$ cat config.mk
export PLATFORM = sky130hd
export DESIGN_NAME = top
export DESIGN_NICKNAME = d
export VERILOG_FILES = /design/src/rtl/top.sv
export SDC_FILE = /design/constraint.sdc
export NUM_CORES = 1
export LEC_CHECK = 0
export BUFFER_PORTS_ARGS = -buffer_cell sky130_fd_sc_hd__buf_4
export CORE_UTILIZATION = 30
export DETAILED_ROUTE_END_ITERATION = 10
export MAX_ROUTING_LAYER = met4
export PLACE_DENSITY = 0.43
export SETUP_SLACK_MARGIN = 0.02
export SLEW_MARGIN = 0
export SYNTH_ARGS = -nofsm -noshare
export SYNTH_HDL_FRONTEND = slang
export SYNTH_SLANG_ARGS = --single-unit
$ cat constraint.sdc
create_clock -name clk -period 7.08 [get_ports clk]
set_clock_uncertainty 0.15 [all_clocks]
set_input_delay 1.062 -clock clk [delete_from_list [all_inputs] [get_ports clk]]
set_output_delay 1.062 -clock clk [all_outputs]
set_load 0.01 [all_outputs]
$ cat src/rtl/top.sv
// ----------------------------------------------------------------------------
// top -- execute-stage ALU of the CPU datapath
//
// Combines two 16-bit register operands under a 4-bit opcode and presents the
// result and flags from a single register stage, one clock after the operands
// are sampled. A new operation is accepted on every rising edge.
//
// Opcodes:
//   0 ADD   A+B+cin         8 SRA   A>>>sh (sign fill)
//   1 SUB   A-B-bin         9 ROL   rotate left by sh
//   2 AND   A&B            10 ROR   rotate right by sh
//   3 OR    A|B            11 INC   A+1
//   4 XOR   A^B            12 DEC   A-1
//   5 NOT   ~A             13 SLTU  A<B ? 1 : 0
//   6 SHL   A<<sh          14 MUL   low 16 bits of A*B (optional)
//   7 SHR   A>>sh          15 PASSB B
//   where sh = B[3:0].
//
// Configuration macro:
//   TOP_MUL_EN  when defined, opcode 14 multiplies; when undefined, the
//               multiplier is left out and opcode 14 returns zero.
//
// Ports:
//   clk      in   1   system clock, rising-edge active
//   rst_n    in   1   synchronous active-low reset
//   op_code  in   4   operation select
//   rs1_in   in  16   operand A
//   rs2_in   in  16   operand B
//   cin      in   1   carry-in (ADD only)
//   bin      in   1   borrow-in (SUB only)
//   result   out 16   registered result
//   flag_c   out  1   registered carry / borrow-out
//   flag_z   out  1   registered zero flag (result == 0)
// ----------------------------------------------------------------------------
module top (
  input  logic        clk,
  input  logic        rst_n,
  input  logic [3:0]  op_code,
  input  logic [15:0] rs1_in,
  input  logic [15:0] rs2_in,
  input  logic        cin,
  input  logic        bin,
  output logic [15:0] result,
  output logic        flag_c,
  output logic        flag_z
);

  typedef enum logic [3:0] {
    OP_ADD   = 4'd0,
    OP_SUB   = 4'd1,
    OP_AND   = 4'd2,
    OP_OR    = 4'd3,
    OP_XOR   = 4'd4,
    OP_NOT   = 4'd5,
    OP_SHL   = 4'd6,
    OP_SHR   = 4'd7,
    OP_SRA   = 4'd8,
    OP_ROL   = 4'd9,
    OP_ROR   = 4'd10,
    OP_INC   = 4'd11,
    OP_DEC   = 4'd12,
    OP_SLTU  = 4'd13,
    OP_MUL   = 4'd14,
    OP_PASSB = 4'd15
  } op_t;

  logic [3:0]  sh;
  logic [16:0] add_sum;
  logic [16:0] sub_diff;
  logic [16:0] inc_sum;
  logic [16:0] dec_diff;
  logic [15:0] shl_val;
  logic [15:0] shr_val;
  logic [15:0] sra_val;
  logic [15:0] rol_val;
  logic [15:0] ror_val;
  logic [15:0] mul_val;
  logic [15:0] next_result;
  logic        next_c;
  op_t         op;

  assign sh = rs2_in[3:0];
  assign op = op_t'(op_code);

  // Arithmetic is done 17 bits wide so bit 16 directly gives the carry (for
  // sums) or the borrow (for differences, where it becomes 1 on underflow).
  assign add_sum  = {1'b0, rs1_in} + {1'b0, rs2_in} + {16'd0, cin};
  assign sub_diff = {1'b0, rs1_in} - {1'b0, rs2_in} - {16'd0, bin};
  assign inc_sum  = {1'b0, rs1_in} + 17'd1;
  assign dec_diff = {1'b0, rs1_in} - 17'd1;

  // Plain and arithmetic shifts; a shift of zero leaves A untouched.
  assign shl_val = rs1_in << sh;
  assign shr_val = rs1_in >> sh;
  assign sra_val = $signed(rs1_in) >>> sh;

  // Rotates are built bit by bit with 4-bit index arithmetic, which wraps
  // modulo 16 for free and so needs no 32-bit doubled operand.
  always_comb begin
    rol_val = '0;
    ror_val = '0;
    for (int i = 0; i < 16; i++) begin
      rol_val[i] = rs1_in[4'(i) - sh];
      ror_val[i] = rs1_in[4'(i) + sh];
    end
  end

`ifdef TOP_MUL_EN
  // Only the low half of the product is ever needed, so the multiply is
  // evaluated at 16-bit width.
  assign mul_val = rs1_in * rs2_in;
`else
  assign mul_val = 16'h0000;
`endif

  // Opcode decode: selects the value and carry that will be registered.
  // Carry defaults to 0 so only the four arithmetic opcodes can set it.
  always_comb begin
    next_result = 16'h0000;
    next_c      = 1'b0;
    unique case (op)
      OP_ADD: begin
        next_result = add_sum[15:0];
        next_c      = add_sum[16];
      end
      OP_SUB: begin
        next_result = sub_diff[15:0];
        next_c      = sub_diff[16];
      end
      OP_AND:   next_result = rs1_in & rs2_in;
      OP_OR:    next_result = rs1_in | rs2_in;
      OP_XOR:   next_result = rs1_in ^ rs2_in;
      OP_NOT:   next_result = ~rs1_in;
      OP_SHL:   next_result = shl_val;
      OP_SHR:   next_result = shr_val;
      OP_SRA:   next_result = sra_val;
      OP_ROL:   next_result = rol_val;
      OP_ROR:   next_result = ror_val;
      OP_INC: begin
        next_result = inc_sum[15:0];
        next_c      = inc_sum[16];
      end
      OP_DEC: begin
        next_result = dec_diff[15:0];
        next_c      = dec_diff[16];
      end
      OP_SLTU:  next_result = (rs1_in < rs2_in) ? 16'd1 : 16'd0;
      OP_MUL:   next_result = mul_val;
      OP_PASSB: next_result = rs2_in;
      default: begin
        next_result = 16'h0000;
        next_c      = 1'b0;
      end
    endcase
  end

  // Single register stage. The zero flag is computed from the value being
  // loaded so it can never disagree with result. Reset wins over any
  // operation presented on the same edge.
  always_ff @(posedge clk) begin
    if (!rst_n) begin
      result <= 16'h0000;
      flag_c <= 1'b0;
      flag_z <= 1'b1;
    end else begin
      result <= next_result;
      flag_c <= next_c;
      flag_z <= (next_result == 16'h0000);
    end
  end

endmodule

==> results of run 1 <==
[registers in the layout, indices dropped and copies added (netlist names)]
name / flops
flag_z: 1
flag_c: 1
result: 16
[cell usage in the layout, fill, tap and decap left out, types with 10 or more instances in the layout]
cell type	instances
buf_4	70
a211oi_1	10
o22ai_1	27
ha_1	87
a21oi_1	65
mux4_2	44
dfxtp_1	18
nand3_1	27
nand2b_1	14
o211ai_1	14
nand2_1	77
inv_1	64
a221oi_1	16
mux2_2	19
xor2_1	11
xnor2_1	33
mux2i_1	44
nor2b_1	16
nor2_1	76
and2_1	10
a31oi_1	12
nor3_1	41
o21ai_0	60
[cell families (layout without fill, tap and decap cells)]
family / Yosys count / in the layout
flops: 18 / 18
simple gates: 328 / 328
xor+xnor: 45 / 45
compound gates: 315 / 315
fa+ha+maj: 91 / 91
buf+inv: 158 / 144
mux: 114 / 114
[cells in the mapped netlist, drive strengths merged, types with 34 or more instances]
library cell and instances:
clkbuf 35, inv 65, xnor2 34, nand2 77, o21ai 62, nor3 42, buf 53, nor2 76
mux4 48, ha 87, a21oi 66, mux2i 46
[metal layers]
metal  vias up  GRT usage
li1       4017          -
met1      4456      0.396
met2       481      0.435
met3        66     0.0343
met4         0     0.0870
met5         -          -
[how the worst max path moves through the flow]
stage               from           endpoint  slack [ns]  depth (start not counted)
4_1_cts        rs2_in[0]  flag_z$_SDFF_PN1_        1.64                         11
3_3_place_gp   rs2_in[0]  flag_z$_SDFF_PN1_        1.46                         10
3_5_place_dp   rs2_in[0]  flag_z$_SDFF_PN1_        1.40                         11
5_1_grt        rs2_in[0]  flag_z$_SDFF_PN1_        1.35                         12
2_1_floorplan  rs2_in[0]  flag_z$_SDFF_PN1_        1.98                         14
6_report       rs2_in[0]  flag_z$_SDFF_PN1_        1.60                         10
[power by group]
part,switching [mW],leakage (nW),total (mW),internal [mW]
Clock,0.0350,0.0442,0.121,0.0858
Combinational,0.469,3.28,0.757,0.288
Sequential,0.00269,0.149,0.115,0.112
Total,0.507,3.47,0.993,0.486
[stage by stage]
stage | instances | power (mW) | hold slack (ns) | worst slack [ns] | area [µm²]
5_1_grt | 1427 | 1.05 | 0.890 | 1.35 | 8970
4_1_cts | 1427 | 0.979 | 0.882 | 1.64 | 8970
6_report | 1427 | 0.993 | 0.890 | 1.60 | 8970
3_3_place_gp | 1423 | 0.861 | 1.14 | 1.46 | 8880
3_5_place_dp | 1423 | 0.853 | 1.14 | 1.40 | 8880
2_1_floorplan | 1069 | 0.618 | 0.968 | 1.98 | 8390
[layout make-up]
cell class | instances | share of cell area
inverters | 70 | 0.0293
clock buffers | 4 | 0.00990
well taps | 372 | 0.0519
multi-input cells | 893 | 0.810
flip-flops and latches | 18 | 0.0402
repair buffers | 70 | 0.0586
==> results.json, run 1 <==
{
  "period_needed_ns": 5.48,
  "route.vias.total": 9020,
  "fp.dieH_um": 169,
  "cts_made_buffers": 3,
  "worstPathCellList": "buf_4, clkinv_1, ha_1, mux4_2, mux4_2, nand2_1, nand4_1, o31ai_1, or4b_1, o41ai_2",
  "syn-cell-area_mm2": 0.00839,
  "timing.critical_path.slowest_stage_cell": "ha_1",
  "core.rowCount": 60,
  "detail_route.wirelength_um": 40100,
  "final_core_utilization": 0.330,
  "critPathMaxFanout": 31,
  "critical_path.max_stage_delay_ns": 0.89,
  "die_area_mm2": 0.0286,
  "worstSetupStartpointType": "input port",
  "max-cap-violations": 0,
  "drt_first_iter_violations": 1070,
  "worst_setup_path_end_kind": "register",
  "unrepaired_setup_endpoints_after_global_routing": "false",
  "post_route_cells_drive_above_1_share": 0.157,
  "crit_path_class": "input port to register",
  "number_of_storage_elements_in_the_synthesis_netlist": 18,
  "cts_root_buf": "clkbuf_16",
  "area.sequential_um2": 360,
  "fin_crit_sh": 0.773,
  "cts-resized-gates": 0,
  "postSynth.asyncResetShare": 0,
  "io_pins": 58,
  "fraction_of_synthesized_area_in_multiplexers": 0.214,
  "synth_enable_flop_cells": 0,
  "globalRoute.totalOverflow": 0,
  "detail_route.wirelength.met1_um": 17800,
  "highest_layer": "met4",
  "timing.hold.worst_endpoint": "flag_z$_SDFF_PN1_",
  "core-area_mm2": 0.0272,
  "first_global_vias": 8588,
  "sequential_to_total_area_share_from_yosys_stat": 0.0430,
  "max_slew.worst_pin.slew_ns": 1.19,
  "synth-xor-area-share": 0.0492,
  "yosys.area_share.simple": 0.200,
  "sinks_on_the_clock_net": 18,
  "initial_core_util": 0.309,
  "drt_drc_violations_left": 0,
  "hp-start": "rst_n",
  "post_synth.cell_area_avg_um2": 7.85,
  "met2_wirelength_um": 17800,
  "achievable-frequency_ghz": 0.183,
  "timing.critical_path.mode_cell": "mux4_2",
  "cts.repair_timing.setup_buffer_count": 0,
  "timing_hold_violations_final": 0,
  "dieWidth_um": 169,
  "antenna-diode-count": 0,
  "routedWlPerCell_um": 28.1,
  "yosysWarnings": 0,
  "max-clock-path-buffers": 2,
  "dominant_combinational_cell_family_by_area_after_synthesis": "compound AO/OA/AOI/OAI gates",
  "synthDominantAreaCellType": "ha_1",
  "cts_tree": "done",
  "cp_data_arrival_time_ns": 5.48,
  "static_leakage_nw": 3.47,
  "postSynthCellCount": 1069,
  "grt_pass1_wl_um": 59300,
  "io_buf_count": 57,
  "worstHoldPathCells": 2,
  "fin_setup_tns_ns": 0,
  "timing.critical_path.max_delay_family": "multiplexers",
  "ys_top_cells_by_area": "ha_1 13%, mux4_2 12%, mux2i_1 5.3%",
  "grt.total_usage": 0.287,
  "finalWeightedCongestion": 0.973,
  "bufs_and_invs_on_worst_path": 2,
  "synth_largest_type_area_fraction": 0.130,
  "max_transition_viols_final": 0,
  "slew-limit-headroom": 0.200,
  "fraction_of_the_mapped_netlist_area_in_adder_cells": 0.139,
  "cts_hold_repair.buffers": 0,
  "powerDensity_mw_per_mm2": 111,
  "worst_ir_drop_vdd_v": 0.0000719,
  "postSynth.topFlopCell": "dfxtp_1",
  "status": "completed",
  "worst-endpoint-required_ns": 7.08,
  "synthToLayoutAreaGrowth_pct": 6.97,
  "antenna_left": 0,
  "met3WireLength_um": 3200,
  "grt_start_max_net_pins": 64,
  "hp-class": "input port to register",
  "drt_pass1_iterations": 5,
  "synth_compound_area_frac": 0.262,
  "cts_htree_levels": 1,
  "ys_types": 94,
  "number_of_antenna_violations_at_the_first_check_in_global_routing": 0,
  "post_drt_via_cell_ratio": 6.32,
  "multi_input_area_mm2": 0.00727,
  "layout.nets": 1187,
  "postSynthNetCount": 1200,
  "setup_viol_count_final": 0,
  "n_fill_cell": 2953,
  "dp.final_hpwl_um": 30400,
  "path_clk_slew_ns": 0.05
}
No activity file was read; power rests on OpenSTA's default activity.
==> inputs of run 2 (changes only) <==
--- a/config.mk
+++ b/config.mk
@@ -5,6 +5,7 @@
 export SDC_FILE = /design/constraint.sdc
 export NUM_CORES = 1
 export LEC_CHECK = 0
+export ABC_AREA = 1
 export BUFFER_PORTS_ARGS = -buffer_cell sky130_fd_sc_hd__buf_4
 export CORE_UTILIZATION = 30
 export DETAILED_ROUTE_END_ITERATION = 10
==> constraint.sdc (replaced) <==
create_clock -name clk -period 5.7 [get_ports clk]
set_clock_uncertainty 0.15 [all_clocks]
set_input_delay 0.855 -clock clk [delete_from_list [all_inputs] [get_ports clk]]
set_output_delay 0.855 -clock clk [all_outputs]
set_load 0.01 [all_outputs]
==> results.json, run 2 <==
{
  "core.rowCount": 60,
  "ys_types": 38,
  "area.sequential_um2": 360,
  "globalRoute.totalOverflow": 0,
  "timing.critical_path.mode_cell": "nand2_1",
  "cts_tree": "done",
  "synth_largest_type_area_fraction": 0.260,
  "status": "completed",
  "timing.critical_path.max_delay_family": "simple AND/OR/NAND/NOR gates",
  "synthDominantAreaCellType": "nand2_1",
  "timing_hold_violations_final": 0,
  "timing.critical_path.slowest_stage_cell": "ha_1",
  "placedCellCount": 1984,
  "dieWidth_um": 167,
  "worst_slack_ns": 1.56,
  "crit_path_class": "input port to register",
  "routedWlPerCell_um": 21.4,
  "worstHoldPathCells": 2,
  "cts-resized-gates": 0,
  "syn-cell-area_mm2": 0.00821,
  "multi_input_area_mm2": 0.00689,
  "worst-endpoint-required_ns": 5.74,
  "clock_power_share": 0.130,
  "n_fill_cell": 3158,
  "powerDensity_mw_per_mm2": 130,
  "dp.final_hpwl_um": 34100,
  "finalWeightedCongestion": 1.00,
  "top_register": "result",
  "sinks_on_the_clock_net": 18,
  "synthToLayoutAreaGrowth_pct": 8.97,
  "slew-limit-headroom": 0.123,
  "cts_root_buf": "clkbuf_16",
  "fin_setup_tns_ns": 0,
  "sequential_to_total_area_share_from_yosys_stat": 0.0439,
  "seq_power_share": 0.123,
  "switching_share": 0.564,
  "drt_pass1_iterations": 6,
  "die_area_mm2": 0.0280,
  "leading_registers_by_flop_count": "result x16, flag_c x1, flag_z x1",
  "post_route_cells_drive_above_1_share": 0.0631,
  "fp.dieH_um": 167,
  "post_synth.cell_area_avg_um2": 5.04,
  "first_global_vias": 9986,
  "worst_ir_drop_vdd_v": 0.0000758,
  "period_needed_ns": 4.14,
  "drt_drc_violations_left": 0,
  "layout.nets": 1779,
  "setup_viol_count_final": 0,
  "final_common_cell": "nand2_1",
  "power_switching_mw": 0.655,
  "largest_reg_flops": 16,
  "yosysWarnings": 0,
  "max_transition_viols_final": 0,
  "cp_data_arrival_time_ns": 4.18,
  "critPathMaxFanout": 36,
  "timing.hold.worst_endpoint": "flag_z$_SDFF_PN1_",
  "synth_enable_flop_cells": 0,
  "bufs_and_invs_on_worst_path": 3,
  "power_frac_comb": 0.747,
  "cts_hold_repair.buffers": 0,
  "number_of_storage_elements_in_the_synthesis_netlist": 18,
  "unrepaired_setup_endpoints_after_global_routing": "false",
  "static_leakage_nw": 4.91,
  "postSynthNetCount": 1759,
  "worstSetupStartpointType": "input port",
  "cts_htree_levels": 1,
  "cts_made_buffers": 3,
  "cts.repair_timing.setup_buffer_count": 0,
  "dp_slack_ns": 1.37,
  "worstPathCellList": "buf_4, inv_2, ha_1, inv_1, nand3_1, nand2_1, nand2_1, nand3_1, nand3_1, nand2_1, nor2_1, nand3_1, nand2_1, nand2_1, nor2_1, nand3_1, nand2_1",
  "achievable-frequency_ghz": 0.242,
  "antenna_left": 0,
  "io_pins": 58,
  "detail_route.wirelength_um": 42500,
  "final_cells": 1989,
  "ys_top_cells_by_area": "nand2_1 26%, nand3_1 21%, ha_1 13%",
  "grt_pass1_wl_um": 63200,
  "worst_setup_path_end_kind": "register",
  "io_buf_count": 57,
  "path_clk_slew_ns": 0.05,
  "grt_start_max_net_pins": 42,
  "initial_core_util": 0.306,
  "layout.cells.most_common_list": "569 x nand2_1, 346 x nand3_1, 169 x nor2_1",
  "postSynth.topFlopCell": "dfxtp_1",
  "power.internal_mw": 0.506,
  "fin_crit_sh": 0.726,
  "grt.total_usage": 0.306,
  "critical_path.max_stage_delay_ns": 0.77,
  "max-cap-violations": 0,
  "core-area_mm2": 0.0269,
  "number_of_antenna_violations_at_the_first_check_in_global_routing": 0,
  "drt_first_iter_violations": 1292,
  "postSynth.asyncResetShare": 0,
  "max-clock-path-buffers": 2,
  "max_slew.worst_pin.slew_ns": 1.31,
  "synth.most_common_cell": "nand2_1",
  "hp-start": "rst_n",
  "route.vias.total": 11200,
  "ys_top_cells_by_count": "569 x nand2_1, 346 x nand3_1, 169 x nor2_1",
  "postSynthCellCount": 1628,
  "post_drt_via_cell_ratio": 5.61,
  "hp-class": "input port to register"
}
==> run 2: cell count changes after synthesis, moves of 27 or more <==
cell / delta
inv_1: +103
mux2i_1: -44
mux4_2: -44
nand2_1: +492
nand3_1: +319
nor2_1: +93
o22ai_1: -27
xnor2_1: -32
==> run 2: cell type report <==
cell class / count / share of cell area
Inverter: 181 / 0.0759
Tap cell: 341 / 0.0477
Antenna cell: 1 / 0.000280
Sequential cell: 18 / 0.0403
Clock buffer: 4 / 0.00993
Multi-Input combinational cell: 1377 / 0.770
Timing Repair Buffer: 67 / 0.0562
==> run 2: through the flow <==
step / cell area [µm²] / power (mW) / hold WS [ns] / utilization
after floorplan: 8210 / 0.708 / 0.774 / -
after global placement: 8860 / 0.992 / 0.939 / 0.330
after detailed placement: 8860 / 0.988 / 0.935 / 0.330
after CTS: 8950 / 1.14 / 0.674 / 0.333
after global routing: 8950 / 1.25 / 0.688 / 0.333
final: 8950 / 1.16 / 0.679 / 0.333
==> run 2: cell families (layout without fill, tap and decap cells) <==
kind of cell,after synthesis,in the layout,synth area share
fa+ha+maj,91,91,0.142
xor+xnor,14,14,0.0158
buf+inv,233,252,0.117
other cells,0,1,0
compound gates,119,119,0.0794
simple gates,1153,1153,0.601
flops,18,18,0.0439
==> run 2: layer usage <==
metal | routed length (µm) | track usage | share of wire | up-vias
li1 | - | - | - | 5296
met3 | 3780 | 0.0258 | 0.089 | 92
met4 | 1580 | 0.0953 | 0.037 | 0
met1 | 18700 | 0.416 | 0.44 | 5144
met5 | 0 | - | 0 | -
met2 | 18400 | 0.477 | 0.43 | 635
==> run 2: power by group through the flow <==
stage	sequential (mW)	combinational, mW	clock [mW]
6_report	0.143	0.867	0.151
2_1_floorplan	0.152	0.556	0
5_1_grt	0.144	0.952	0.159
3_3_place_gp	0.146	0.846	0
3_5_place_dp	0.146	0.842	0
4_1_cts	0.143	0.846	0.155
==> run 2: worst max-delay path by stage <==
stage	startpoint	end	depth (start not counted)	slack, ns
CTS	rs2_in[0]	flag_z$_SDFF_PN1_	17	1.63
finish	rs2_in[0]	flag_z$_SDFF_PN1_	17	1.56
floorplan	rs2_in[3]	flag_z$_SDFF_PN1_	20	2.27
detailed placement	rs2_in[0]	flag_z$_SDFF_PN1_	17	1.37
global placement	rs2_in[0]	flag_z$_SDFF_PN1_	15	1.38
global route	rs2_in[0]	flag_z$_SDFF_PN1_	17	1.32
